**config.mk**
```make
export PLATFORM = sky130hd
export DESIGN_NAME = orb_frame_reader
export DESIGN_NICKNAME = d
export VERILOG_FILES = /design/src/rtl/orb_frame_reader.sv
export SDC_FILE = /design/constraint.sdc
export NUM_CORES = 1
export LEC_CHECK = 0
export BUFFER_PORTS_ARGS = -buffer_cell sky130_fd_sc_hd__buf_2
export CORE_ASPECT_RATIO = 0.5
export CORE_MARGIN = 3
export CORE_UTILIZATION = 45
export CTS_CLUSTER_SIZE = 8
export DETAILED_ROUTE_END_ITERATION = 6
export PLACE_DENSITY = 0.72
export SYNTH_ARGS = -nofsm -noshare
export SYNTH_HDL_FRONTEND = slang
export SYNTH_SLANG_ARGS = --single-unit
```
**constraint.sdc**
```tcl
create_clock -name clk -period 3 [get_ports clk]
set_input_delay 0.45 -clock clk [delete_from_list [all_inputs] [get_ports clk]]
set_output_delay 0.45 -clock clk [all_outputs]
set_load 0.05 [all_outputs]
```
**src/rtl/orb_frame_reader.sv**
```systemverilog
// orb_frame_reader: reads one frame of packed 12-bit words from the frame RAM,
// unpacks the payload byte and channel, and offers each byte on a valid/ready port.
module orb_frame_reader #(
  parameter int ADDR_W      = 11,
  parameter int FRAME_WORDS = 2048,
  parameter int WORD_W      = 12
) (
  input  logic              clk,
  input  logic              rst,
  input  logic              iStart,
  input  logic              SW,
  output logic [ADDR_W-1:0] RdAddr,
  output logic              RdEn,
  input  logic [WORD_W-1:0] iRamData,
  output logic [7:0]        oData,
  output logic              oChan,
  output logic              oValid,
  input  logic              iReady,
  output logic              busy,
  output logic              frameDone,
  output logic              fmtErr
);

  localparam logic [2:0] S_IDLE  = 3'd0;
  localparam logic [2:0] S_READ  = 3'd1;
  localparam logic [2:0] S_LATCH = 3'd2;
  localparam logic [2:0] S_HOLD  = 3'd3;
  localparam logic [2:0] S_DONE  = 3'd4;

  localparam logic [ADDR_W-1:0] LAST_ADDR = ADDR_W'(FRAME_WORDS - 1);

  logic [2:0]        state;
  logic [ADDR_W-1:0] addr;

  logic start_s1, start_s2, start_d, start_pulse;
  logic sw_s1, sw_s2, sw_old;
  logic sw_change;
  logic word_bad;

  // A word is malformed if the spare top bit or any of the low pad bits is set.
  assign word_bad  = iRamData[11] | (|iRamData[2:0]);
  assign sw_change = sw_s2 ^ sw_old;

  // Two-stage synchronizers for the async strobes; the start edge is registered
  // so the FSM sees a clean one-cycle pulse.
  always_ff @(posedge clk or negedge rst) begin
    if (!rst) begin
      start_s1    <= 1'b0;
      start_s2    <= 1'b0;
      start_d     <= 1'b0;
      start_pulse <= 1'b0;
      sw_s1       <= 1'b0;
      sw_s2       <= 1'b0;
      sw_old      <= 1'b0;
    end else begin
      start_s1    <= iStart;
      start_s2    <= start_s1;
      start_d     <= start_s2;
      start_pulse <= start_s2 & ~start_d;
      sw_s1       <= SW;
      sw_s2       <= sw_s1;
      sw_old      <= sw_s2;
    end
  end

  // Frame sequencer: one RAM read, one capture cycle, then hold the byte until
  // accepted. An SW change aborts everything (including a coincident start).
  always_ff @(posedge clk or negedge rst) begin
    if (!rst) begin
      state     <= S_IDLE;
      addr      <= '0;
      RdAddr    <= '0;
      RdEn      <= 1'b0;
      oData     <= '0;
      oChan     <= 1'b0;
      oValid    <= 1'b0;
      busy      <= 1'b0;
      frameDone <= 1'b0;
      fmtErr    <= 1'b0;
    end else if (sw_change) begin
      state     <= S_IDLE;
      addr      <= '0;
      RdEn      <= 1'b0;
      oValid    <= 1'b0;
      busy      <= 1'b0;
      frameDone <= 1'b0;
    end else begin
      RdEn      <= 1'b0;
      frameDone <= 1'b0;
      case (state)
        S_IDLE: begin
          if (start_pulse) begin
            addr   <= '0;
            RdAddr <= '0;
            RdEn   <= 1'b1;
            fmtErr <= 1'b0;
            busy   <= 1'b1;
            state  <= S_READ;
          end
        end
        S_READ: begin
          state <= S_LATCH;
        end
        S_LATCH: begin
          oData  <= iRamData[10:3];
          oChan  <= addr[0];
          oValid <= 1'b1;
          if (word_bad) fmtErr <= 1'b1;
          state  <= S_HOLD;
        end
        S_HOLD: begin
          if (iReady) begin
            oValid <= 1'b0;
            if (addr == LAST_ADDR) begin
              frameDone <= 1'b1;
              busy      <= 1'b0;
              state     <= S_DONE;
            end else begin
              // RdEn is registered, so the next read is issued on this same edge.
              addr   <= addr + 1'b1;
              RdAddr <= addr + 1'b1;
              RdEn   <= 1'b1;
              state  <= S_READ;
            end
          end
        end
        S_DONE: begin
          state <= S_IDLE;
        end
        default: begin
          state <= S_IDLE;
        end
      endcase
    end
  end

endmodule

```
==> impl.org <==
** Detailed routing
- Before antenna repair, the detailed router went through 4 iterations.
- Vias per cell :: 5.48
- Post-DR wirelength/cell :: 14.9 µm
- Via count of the routed design :: 1437
- In this run the remaining antenna-violating nets after routing total 0.
- Drc violations :: 0
- Summed over all layers, the routed wires come to 3.89 mm.
- After the first detailed-routing iteration, the DRC count stood at 72.

** Finish
- Of the cells placed in the final design, the portion with a size suffix greater than 1 is 36.5%.
- Across the whole layout, storage elements account for 0.00115 mm².
- For this run, the post-layout net count is 226.
- Diode insertion count for antenna repair :: 0
- Area occupied by multi-input gates :: 863 µm²
- The layout has 377 filler cells.
- Final design utilization :: 57.2%
- Signed area change from the synthesized netlist to the final layout :: 14.8%

** Clock tree
- Maximum buffer depth of the clock tree :: 2
- Resized cells post-CTS :: 0
- Number of buffers inserted for hold repair after clock tree synthesis :: 0
- Clock transition at path regs :: 0.08 ns
- Root cell of the clock tree :: sky130_fd_sc_hd__clkbuf_8
- Number of H-tree levels :: 2
- Post-CTS timing repair inserted 0 buffers for setup.
- Sinks on Clock Net :: 46
- TritonCTS created 5 clock buffers.
- Clock tree from TritonCTS :: built
- At the later pin of the worst-skew pair, clock insertion delay measures 0.30 ns.

** Placed design
- The congestion estimate from routability-driven global placement came to 0.861.
- Worst slack, placed :: 0.775 ns
- Once detailed placement completed, the half-perimeter wirelength came to 2.74 mm.
- Number of buffers added on ports :: 41

** Setup path
- STA classifies the critical path endpoint as a register.
- STA puts the critical path data required time at 3.19 ns.
- CP arrival :: 2.42 ns
- CP Class :: register to register
- On the worst path, the slowest cell contributes a delay of 0.46 ns.
- Walking the worst path, the cells encountered are ha_1, nand4_4, o31a_4, o21ai_4, mux2_2.
- STA classifies the critical path startpoint as a register.
- In this design, the largest share of critical-path delay is due to compound AO/OA/AOI/OAI gates.
- In this run the worst path has a maximum fanout of 12.
- Critical path's slowest cell :: sky130_fd_sc_hd__dfrtp_1
- The critical path contains buffers and inverters numbering 0 combined.

** Synth
- After Yosys synthesis, XOR and XNOR cells account for 4.16% of the synthesized area.
- Post-Synthesis Cells :: 164
- Synth warnings :: 0
- The number of different library cells used by synthesis comes to 45.
- Multiplexer cells account for 7.96% of the synthesized area.
- Area share of fa/ha/maj cells after synthesis :: 0.603%
- Async set-or-reset flop fraction in the synthesized netlist :: 100%
- Post-Syn Area per Cell :: 12.6 µm²
- Most area-hungry cell type in the Yosys netlist :: sky130_fd_sc_hd__dfrtp_1
- Synthesized cell area :: 0.00207 mm²
- By area, the combinational part of the netlist is dominated by simple AND/OR/NAND/NOR gates.
- The synthesized design contains 0 enable-type register cells.
- Biggest area contributors in the synthesized netlist :: sky130_fd_sc_hd__dfrtp_1 (55%), sky130_fd_sc_hd__mux2_2 (6.5%), sky130_fd_sc_hd__o2bb2ai_1 (3.4%)
- Simple-Gate Fraction of Synth Area :: 14.7%
- Main flop type after synthesis :: sky130_fd_sc_hd__dfrtp_1
- Area fraction of the dominant cell type after synthesis :: 55.5%
- Number of nets in the synthesized netlist :: 182
- Total of flip-flops plus latches after synthesis :: 46
- Of the synthesized area, sequential elements account for 55.5%.
- Summing the areas of all compound-gate instances in the mapped netlist gives 14.2% of the synthesized area.

** Power and ir drop
- For this design the total switching power over the nets is 575 µW.
- Register share of total power :: 47.5%
- Across the VDD grid, the largest voltage drop is 0.493 mV.
- The completed layout was analyzed and its total power is 1.56 mW.
- Of the total power, combinational logic draws 30.0%.
- The internal portion of the total power is 983 µW.
- For this design the ratio of total power to cell area is 654 mW/mm².
- Per report_power, the clock group accounts for 22.5% of the total.
- Switching share of power :: 36.9%
- Static Leakage :: 1.11 nW

** Run
- Number of max-cap violations :: 0

** Timing
- For the final database, setup skew stands at 0.00814 ns.
- The final-report hold violation count is 0.
- Share of the clock period used by the worst path after layout :: 74.4%
- Setup TNS :: 0 ns
- Across all hold checks on the routed design, the worst slack comes to 0.256 ns.
- Max_slew headroom :: 33.6%
- Final-report setup violation count :: 0
- Max-slew violation count :: 0
- Clock period minus final worst setup slack :: 2.23 ns
- Setup repair after global routing missed its margin :: no
- Setup slack closes at 0.767 ns.
- Slew of the pin with the lowest slew margin :: 0.996 ns
- Based on the critical path, the design can be clocked at up to 0.448 GHz.

** Min path
- Path type of the worst min-delay path :: input port to register

** Floorplan
- Core Footprint :: 0.00416 mm²
- In this run the horizontal extent of the chip is 102 µm.
- I/O pin total :: 42
- Die Area :: 0.00551 mm²
- Die Y-Extent :: 54.0 µm
- Number of standard-cell rows in the floorplan :: 16
- Initial standard-cell utilization of the core :: 49.8%

** GRT
- Summed over all layers, the global routing overflow is 0.
- Largest net degree at the start of global routing :: 47
- The number of global-route vias before repair is 1361.
- Initial antenna violation count :: 0
- The first global-routing pass estimated 6.56 mm of wire.
- Global-route total usage across every layer :: 15.7%

** Outcome
- Outcome :: complete, no violations
layout by cell type (no fill, tap or decap), drive strengths merged, types with 2 or more instances in the layout:
cell / count
a21o: 2
a21oi: 5
a22o: 2
a31o: 2
a32o: 2
and2b: 2
and3: 2
buf: 41
clkbuf: 7
dfrtp: 46
inv: 5
mux2: 14
nand2: 6
nand3: 5
nand3b: 2
nor2: 11
nor2b: 2
nor3: 7
nor3b: 2
nor4: 3
o21ai: 5
o22ai: 4
o2bb2ai: 8
or3: 3
xnor2: 8
power by group through the flow:
stage | clock (mW) | sequential (mW) | combinational (mW)
after floorplan | 0 | 0.983 | 0.132
after global placement | 0 | 0.748 | 0.467
after detailed placement | 0 | 0.753 | 0.474
after CTS | 0.370 | 0.740 | 0.475
after global routing | 0.396 | 0.752 | 0.496
final | 0.351 | 0.740 | 0.468
layout make-up:
type,count,share of cell area (%)
tap,54,2.84
multi-input combinational,109,36.2
timing repair buffer,41,8.61
sequential,46,48.3
inverter,5,0.788
clock buffer,7,3.20
metal layers:
| layer | global-route usage [%] | routed length [µm] | part of all wire, % | vias to the layer above |
|---|---|---|---|---|
| li1 | - | - | - | 688 |
| met1 | 20.6 | 1860 | 48 | 715 |
| met2 | 25.4 | 1820 | 47 | 31 |
| met3 | 4.79 | 172 | 4.4 | 3 |
| met4 | 5.23 | 37 | 0.95 | 0 |
| met5 | 0 | 0 | 0 | - |
cell families (layout without fill, tap and decap cells):
| logic type | Yosys count | after routing |
|---|---|---|
| AO/OA/AOI/OAI | 37 | 37 |
| XOR/XNOR | 9 | 9 |
| buffers and inverters | 9 | 53 |
| adder cells (fa/ha/maj) | 1 | 1 |
| multiplexers | 14 | 14 |
| AND/OR/NAND/NOR | 48 | 48 |
| flip-flops | 46 | 46 |
synth_stat cells, types with 2 or more instances:
| cell type | number |
|---|---|
| sky130_fd_sc_hd__o22ai_1 | 4 |
| sky130_fd_sc_hd__xnor2_1 | 7 |
| sky130_fd_sc_hd__buf_6 | 3 |
| sky130_fd_sc_hd__nor3_1 | 6 |
| sky130_fd_sc_hd__a31o_2 | 2 |
| sky130_fd_sc_hd__a32o_1 | 2 |
| sky130_fd_sc_hd__nand3_1 | 5 |
| sky130_fd_sc_hd__a21oi_1 | 5 |
| sky130_fd_sc_hd__inv_1 | 5 |
| sky130_fd_sc_hd__mux2_2 | 12 |
| sky130_fd_sc_hd__o21ai_0 | 4 |
| sky130_fd_sc_hd__o2bb2ai_1 | 8 |
| sky130_fd_sc_hd__nor2_1 | 11 |
| sky130_fd_sc_hd__dfrtp_1 | 46 |
| sky130_fd_sc_hd__nor4_1 | 3 |
| sky130_fd_sc_hd__nor2b_1 | 2 |
| sky130_fd_sc_hd__nand2_1 | 6 |
| sky130_fd_sc_hd__nor3b_1 | 2 |
| sky130_fd_sc_hd__and3_2 | 2 |
| sky130_fd_sc_hd__or3_2 | 2 |
| sky130_fd_sc_hd__nand3b_1 | 2 |
| sky130_fd_sc_hd__mux2_4 | 2 |
sequential cells by signal, indices dropped and copies added (netlist names):
name	flops
frameDone	1
RdEn	1
oChan	1
start_d	1
oData	8
oValid	1
fmtErr	1
sw_s2	1
sw_s1	1
start_s1	1
state	3
busy	1
start_pulse	1
start_s2	1
RdAddr	11
sw_old	1
addr	11
final timing paths:
kind | endpoint | cells past startpoint | slack (ns) | from
min in group asynchronous | oValid | 1 | 0.31 | rst
worst min register to register | sw_s2 | 0 | 0.36 | sw_s1
worst min-delay path | sw_s1 | 1 | 0.26 | SW
max in group asynchronous | RdAddr[8] | 1 | 2.07 | rst
worst max register to register | RdAddr[3] | 5 | 0.77 | addr[0]
worst max-delay path | RdAddr[3] | 5 | 0.77 | addr[0]
stage by stage:
step,cells,area [µm²]
after floorplan,164,2070
after global placement,255,2310
after detailed placement,255,2310
after CTS,262,2380
after global routing,262,2380
final,262,2380
Note: power is estimated with default switching activity, not from simulation.
